[config.mk]
export PLATFORM = sky130hd
export DESIGN_NAME = fmul_issue_q
export DESIGN_NICKNAME = d
export VERILOG_FILES = /design/src/rtl/fmul_issue_q.sv
export SDC_FILE = /design/constraint.sdc
export NUM_CORES = 1
export LEC_CHECK = 0
export CAP_MARGIN = 20
export CELL_PAD_IN_SITES_DETAIL_PLACEMENT = 0
export CELL_PAD_IN_SITES_GLOBAL_PLACEMENT = 1
export CORE_MARGIN = 2
export CORE_UTILIZATION = 39
export CTS_CLUSTER_SIZE = 10
export DETAILED_ROUTE_END_ITERATION = 16
export PLACE_DENSITY = 0.76
export SLEW_MARGIN = 20
export SYNTH_ARGS = -nofsm -noshare
export SYNTH_HDL_FRONTEND = slang
export SYNTH_SLANG_ARGS = --single-unit
export TNS_END_PERCENT = 1
[constraint.sdc]
create_clock -name clk_i -period 6.4 [get_ports clk_i]
set_input_delay 0.64 -clock clk_i [delete_from_list [all_inputs] [get_ports clk_i]]
set_output_delay 0.64 -clock clk_i [all_outputs]
set_load 0.05 [all_outputs]
[src/rtl/fmul_issue_q.sv]
// Operand issue queue feeding a combinational fp32 multiplier, with a registered result stage.
// Optional: define FMUL_ISSUE_CNT_EN to add the saturating result counter port res_cnt_o.
module fmul_issue_q #(
  parameter int DEPTH = 4
) (
  input  logic                     clk_i,
  input  logic                     rst_ni,
  input  logic                     in_valid_i,
  output logic                     in_ready_o,
  input  logic [31:0]              in_a_i,
  input  logic [31:0]              in_b_i,
  output logic [31:0]              mul_a_o,
  output logic [31:0]              mul_b_o,
  input  logic [31:0]              mul_c_i,
  output logic                     out_valid_o,
  input  logic                     out_ready_i,
  output logic [31:0]              out_c_o,
  output logic [$clog2(DEPTH):0]   count_o
`ifdef FMUL_ISSUE_CNT_EN
  ,
  output logic [15:0]              res_cnt_o
`endif
);

  localparam int AW = $clog2(DEPTH);
  localparam int CW = AW + 1;

  typedef enum logic {
    OUT_EMPTY = 1'b0,
    OUT_FULL  = 1'b1
  } out_state_e;

  logic [63:0]   fifo_mem [DEPTH];
  logic [AW-1:0] wr_ptr_q, wr_ptr_d;
  logic [AW-1:0] rd_ptr_q, rd_ptr_d;
  logic [CW-1:0] count_q, count_d;
  out_state_e    state_q, state_d;
  logic [31:0]   out_c_q, out_c_d;
  logic [63:0]   head;
  logic          push;
  logic          load;
`ifdef FMUL_ISSUE_CNT_EN
  logic [15:0]   res_cnt_q, res_cnt_d;
`endif

  assign head = fifo_mem[rd_ptr_q];

  always_comb begin
    in_ready_o = (count_q != CW'(DEPTH));
    push       = in_valid_i && in_ready_o;
    load       = (count_q != '0) && ((state_q == OUT_EMPTY) || out_ready_i);

    wr_ptr_d = wr_ptr_q;
    rd_ptr_d = rd_ptr_q;
    count_d  = count_q;
    state_d  = state_q;
    out_c_d  = out_c_q;

    if (push) begin
      wr_ptr_d = wr_ptr_q + AW'(1);
    end

    // A load pops the head and refills the output stage in the same edge.
    if (load) begin
      rd_ptr_d = rd_ptr_q + AW'(1);
      out_c_d  = mul_c_i;
      state_d  = OUT_FULL;
    end else if ((state_q == OUT_FULL) && out_ready_i) begin
      state_d = OUT_EMPTY;
    end

    case ({push, load})
      2'b10:   count_d = count_q + CW'(1);
      2'b01:   count_d = count_q - CW'(1);
      default: count_d = count_q;
    endcase

`ifdef FMUL_ISSUE_CNT_EN
    res_cnt_d = res_cnt_q;
    if ((state_q == OUT_FULL) && out_ready_i && (res_cnt_q != 16'hFFFF)) begin
      res_cnt_d = res_cnt_q + 16'd1;
    end
`endif
  end

  always_ff @(posedge clk_i or negedge rst_ni) begin
    if (!rst_ni) begin
      wr_ptr_q  <= '0;
      rd_ptr_q  <= '0;
      count_q   <= '0;
      state_q   <= OUT_EMPTY;
      out_c_q   <= '0;
`ifdef FMUL_ISSUE_CNT_EN
      res_cnt_q <= '0;
`endif
    end else begin
      wr_ptr_q  <= wr_ptr_d;
      rd_ptr_q  <= rd_ptr_d;
      count_q   <= count_d;
      state_q   <= state_d;
      out_c_q   <= out_c_d;
`ifdef FMUL_ISSUE_CNT_EN
      res_cnt_q <= res_cnt_d;
`endif
    end
  end

  // Storage carries no reset; occupancy alone decides what is valid.
  always_ff @(posedge clk_i) begin
    if (push) begin
      fifo_mem[wr_ptr_q] <= {in_a_i, in_b_i};
    end
  end

  assign mul_a_o     = (count_q != '0) ? head[63:32] : 32'h0;
  assign mul_b_o     = (count_q != '0) ? head[31:0]  : 32'h0;
  assign out_valid_o = (state_q == OUT_FULL);
  assign out_c_o     = out_c_q;
  assign count_o     = count_q;
`ifdef FMUL_ISSUE_CNT_EN
  assign res_cnt_o   = res_cnt_q;
`endif

endmodule
==> flow_summary_export.csv <==
group,metric,value,unit
synthesis,synth_cell_types,28,
detailed_routing,wl,22600,microns
hold_path,hp-start,"out_c_o[8]",
synthesis,syn_nets,619,
detailed_routing,vias,5552,
clock_network,worstSkewPairLatency,0.50,ns
pwr,p_per_area,564,mW/mm^2
timing,grt_setup_unrepaired,"no",
hold_path,hp-class,"flip-flop to flip-flop",
pwr,seqPwrFrac,34.7,%
timing,fin_setup_tns,0,ns
clock_network,cts_tree,"done",
job,drv_cap,0,
synthesis,netlist_area,0.0113,sq mm
synthesis,yosysWarnings,0,
timing,period_needed,4.16,ns
critical_path,path_cells,"buf_4, mux4_2, nor2b_1, clkdlybuf4s50_1",
critical_path,cp.required,5.76,ns
pwr,switching_share,39.2,%
critical_path,arrival,3.52,ns
clock_network,htreeDepth,2,
clock_network,cts_hold_buf,0,
critical_path,crit_path_end_kind,"output pin",
timing,final_max_slew_viol_count,0,
clock_network,cts_resized,0,
global_routing,grt_pass1_vias,6248,
clock_network,clk_pin_slew,0.05,ns
floorplan,die_x,174,microns
critical_path,cp-start-kind,"flip-flop",
floorplan,initial_core_util,39.6,%
run_status,status,"finished, final reports clean",
placement,hpwl,13800,microns
critical_path,r2r_start,"count_o[0]",
detailed_routing,routedWlPerCell,20.0,microns
critical_path,path_buf_inv,2,
synthesis,syn_inst,513,
global_routing,grt_first_pass_wirelength,35600,microns
global_routing,grt_max_degree,66,
critical_path,worstPathMaxFanout,43,
floorplan,dieArea,0.0304,sq mm
placement,gp_congestion,0.753,
cells_and_area,layout-drive-gt1-share,17.6,%
pwr,total_power,8.31,mW
detailed_routing,drc,0,
timing,worst_slew_pin_slew,1.00,ns
timing,slew_headroom,33.0,%
global_routing,grt_usage,15.2,%
pwr,leakage,4.96,nW
synthesis,ys_seq_elements,296,
clock_network,post-cts-setup-buffers,0,
critical_path,cp_slowest_cell,"dfrtp_4",
floorplan,fp-row-count,62,
critical_path,slowest_delay,1.00,ns
detailed_routing,viasPerCell,4.90,
synthesis,seq_area_frac_synth,76.7,%
critical_path,cp_top_family,"buffers and inverters",
timing,fmax,240,MHz
pwr,vdd_drop_max,0.551,mV
critical_path,path_class,"flip-flop to output pin",
timing,finalCritPeriodShare,65.1,%
floorplan,core_area,0.0286,sq mm
floorplan,die_y,174,microns
clock_network,cts_sinks,296,
clock_network,clock_path_buffers,3,
cells_and_area,synthToLayoutAreaGrowth,29.9,%
pwr,pwr-share-comb,44.7,%
timing,fin_skew,0.0143,ns
clock_network,cts_made_buffers,35,
critical_path,crit_start,"rd_ptr_q[0]",
timing,setup_violations,0,
timing,final_hold_viol_count,0,
synthesis,syn_area_per_cell,22.1,sq um
pwr,power.switching,3.26,mW
detailed_routing,drt_iter0_markers,418,
pwr,p_int,5.05,mW
detailed_routing,ant_nets,0,
global_routing,overflow,0,
cells_and_area,fin_util,51.4,%
pwr,clkPwrFrac,20.6,%
global_routing,antenna_found_initial,1,
detailed_routing,drtPass1Iterations,4,
cells_and_area,fin_nets,839,
placement,io_buffer_count,200,
clock_network,cts_root_buf,"clkbuf_16",
floorplan,boundaryPins,201,
-- power groups by stage --
stage | registers [mW] | logic [mW] | clock network (mW)
after floorplan | 3.06 | 2.39 | 0
after global placement | 2.90 | 3.72 | 0
after detailed placement | 2.94 | 3.75 | 0
after CTS | 2.90 | 3.77 | 1.77
after global routing | 2.94 | 3.90 | 1.85
final | 2.88 | 3.71 | 1.72
-- final timing paths --
check | to | cells after the start | slack (ns)
min | out_c_o[8] | 1 | 0.48
min in group asynchronous | out_c_o[23] | 2 | 0.62
max reg2reg | count_o[2] | 9 | 3.44
min reg2reg | out_c_o[8] | 1 | 0.48
max | mul_a_o[26] | 4 | 2.24
max in group asynchronous | rd_ptr_q[1] | 2 | 5.40
-- stage by stage --
stage	area [sq um]	hold slack (ns)	instances	worst slack [ns]
after detailed placement	13700	0.474	1080	2.61
after floorplan	11300	0.344	513	3.34
after global routing	14700	0.512	1132	1.95
after CTS	14700	0.486	1132	2.08
final	14700	0.482	1133	2.24
after global placement	13700	0.467	1080	2.64
-- logic make-up after synthesis --
family | count (synthesis) | synth area share, %
muxes | 98 | 16.1
adders and majority gates | 6 | 0.729
DFF | 296 | 76.7
xor gates and xnor gates | 6 | 0.464
and+or+nand+nor | 76 | 4.31
buffers and inverters | 31 | 1.71
-- cells in the mapped netlist --
master,count,area (sq um)
and2_4,1,8.76
and2b_1,4,30.0
and3_1,4,25.0
buf_1,1,3.75
buf_2,7,35.0
buf_4,2,15.0
buf_6,8,90.1
clkbuf_1,6,22.5
clkbuf_2,1,5.00
dfrtp_1,40,1000
edfxtp_1,256,7690
fa_1,1,20.0
ha_1,5,62.6
inv_1,6,22.5
mux2_1,20,225
mux2_2,12,135
mux2_4,1,15.0
mux2i_1,1,10.0
mux4_2,64,1440
nand2_1,1,3.75
nand2b_1,1,6.26
nand3b_1,1,7.51
nor2_1,1,3.75
nor2b_1,61,382
nor3_2,1,10.0
or3b_4,1,11.3
xnor2_1,3,26.3
xor2_1,3,26.3
-- cells in the final DEF (no fill, tap or decap), types with 2 or more instances in the layout --
cell and instances:
and2b_1 4, and3_4 4, buf_4 8, clkbuf_1 14, clkbuf_16 37, clkdlybuf4s50_1 200, dfrtp_1 38, dfrtp_4 2
edfxtp_1 256, ha_1 5, inv_1 6, mux2_1 20, mux2_2 12, mux4_2 64, nor2b_1 60, xnor2_1 3
xor2_1 3
-- per-layer routing --
| layer | part of all wire, % | track usage, % | wire [microns] | vias up |
|---|---|---|---|---|
| li1 | - | - | - | 2476 |
| met1 | 41 | 19.5 | 9250 | 2874 |
| met2 | 51 | 25.8 | 11600 | 167 |
| met3 | 5.7 | 3.67 | 1290 | 35 |
| met4 | 2.1 | 4.55 | 466 | 0 |
| met5 | 0 | 0 | 0 | - |
-- flip-flops by register name, indices dropped and copies added (netlist names) --
signal / flops
wr_ptr_q: 2
rd_ptr_q: 2
out_c_o: 32
out_valid_o: 1
count_o: 3
fifo_mem: 256
-- final cells by class --
| cell class | instances | area, sq um |
|---|---|---|
| Fill cell | 2281 | 13900 |
| Sequential cell | 296 | 8700 |
| Multi-Input combinational cell | 186 | 2480 |
| Timing Repair Buffer | 208 | 2060 |
| Clock buffer | 51 | 978 |
| Tap cell | 384 | 480 |
| Inverter | 6 | 22.5 |
| Clock inverter | 1 | 3.75 |
| Antenna cell | 1 | 2.50 |
Power figures use the tool's default switching activity.
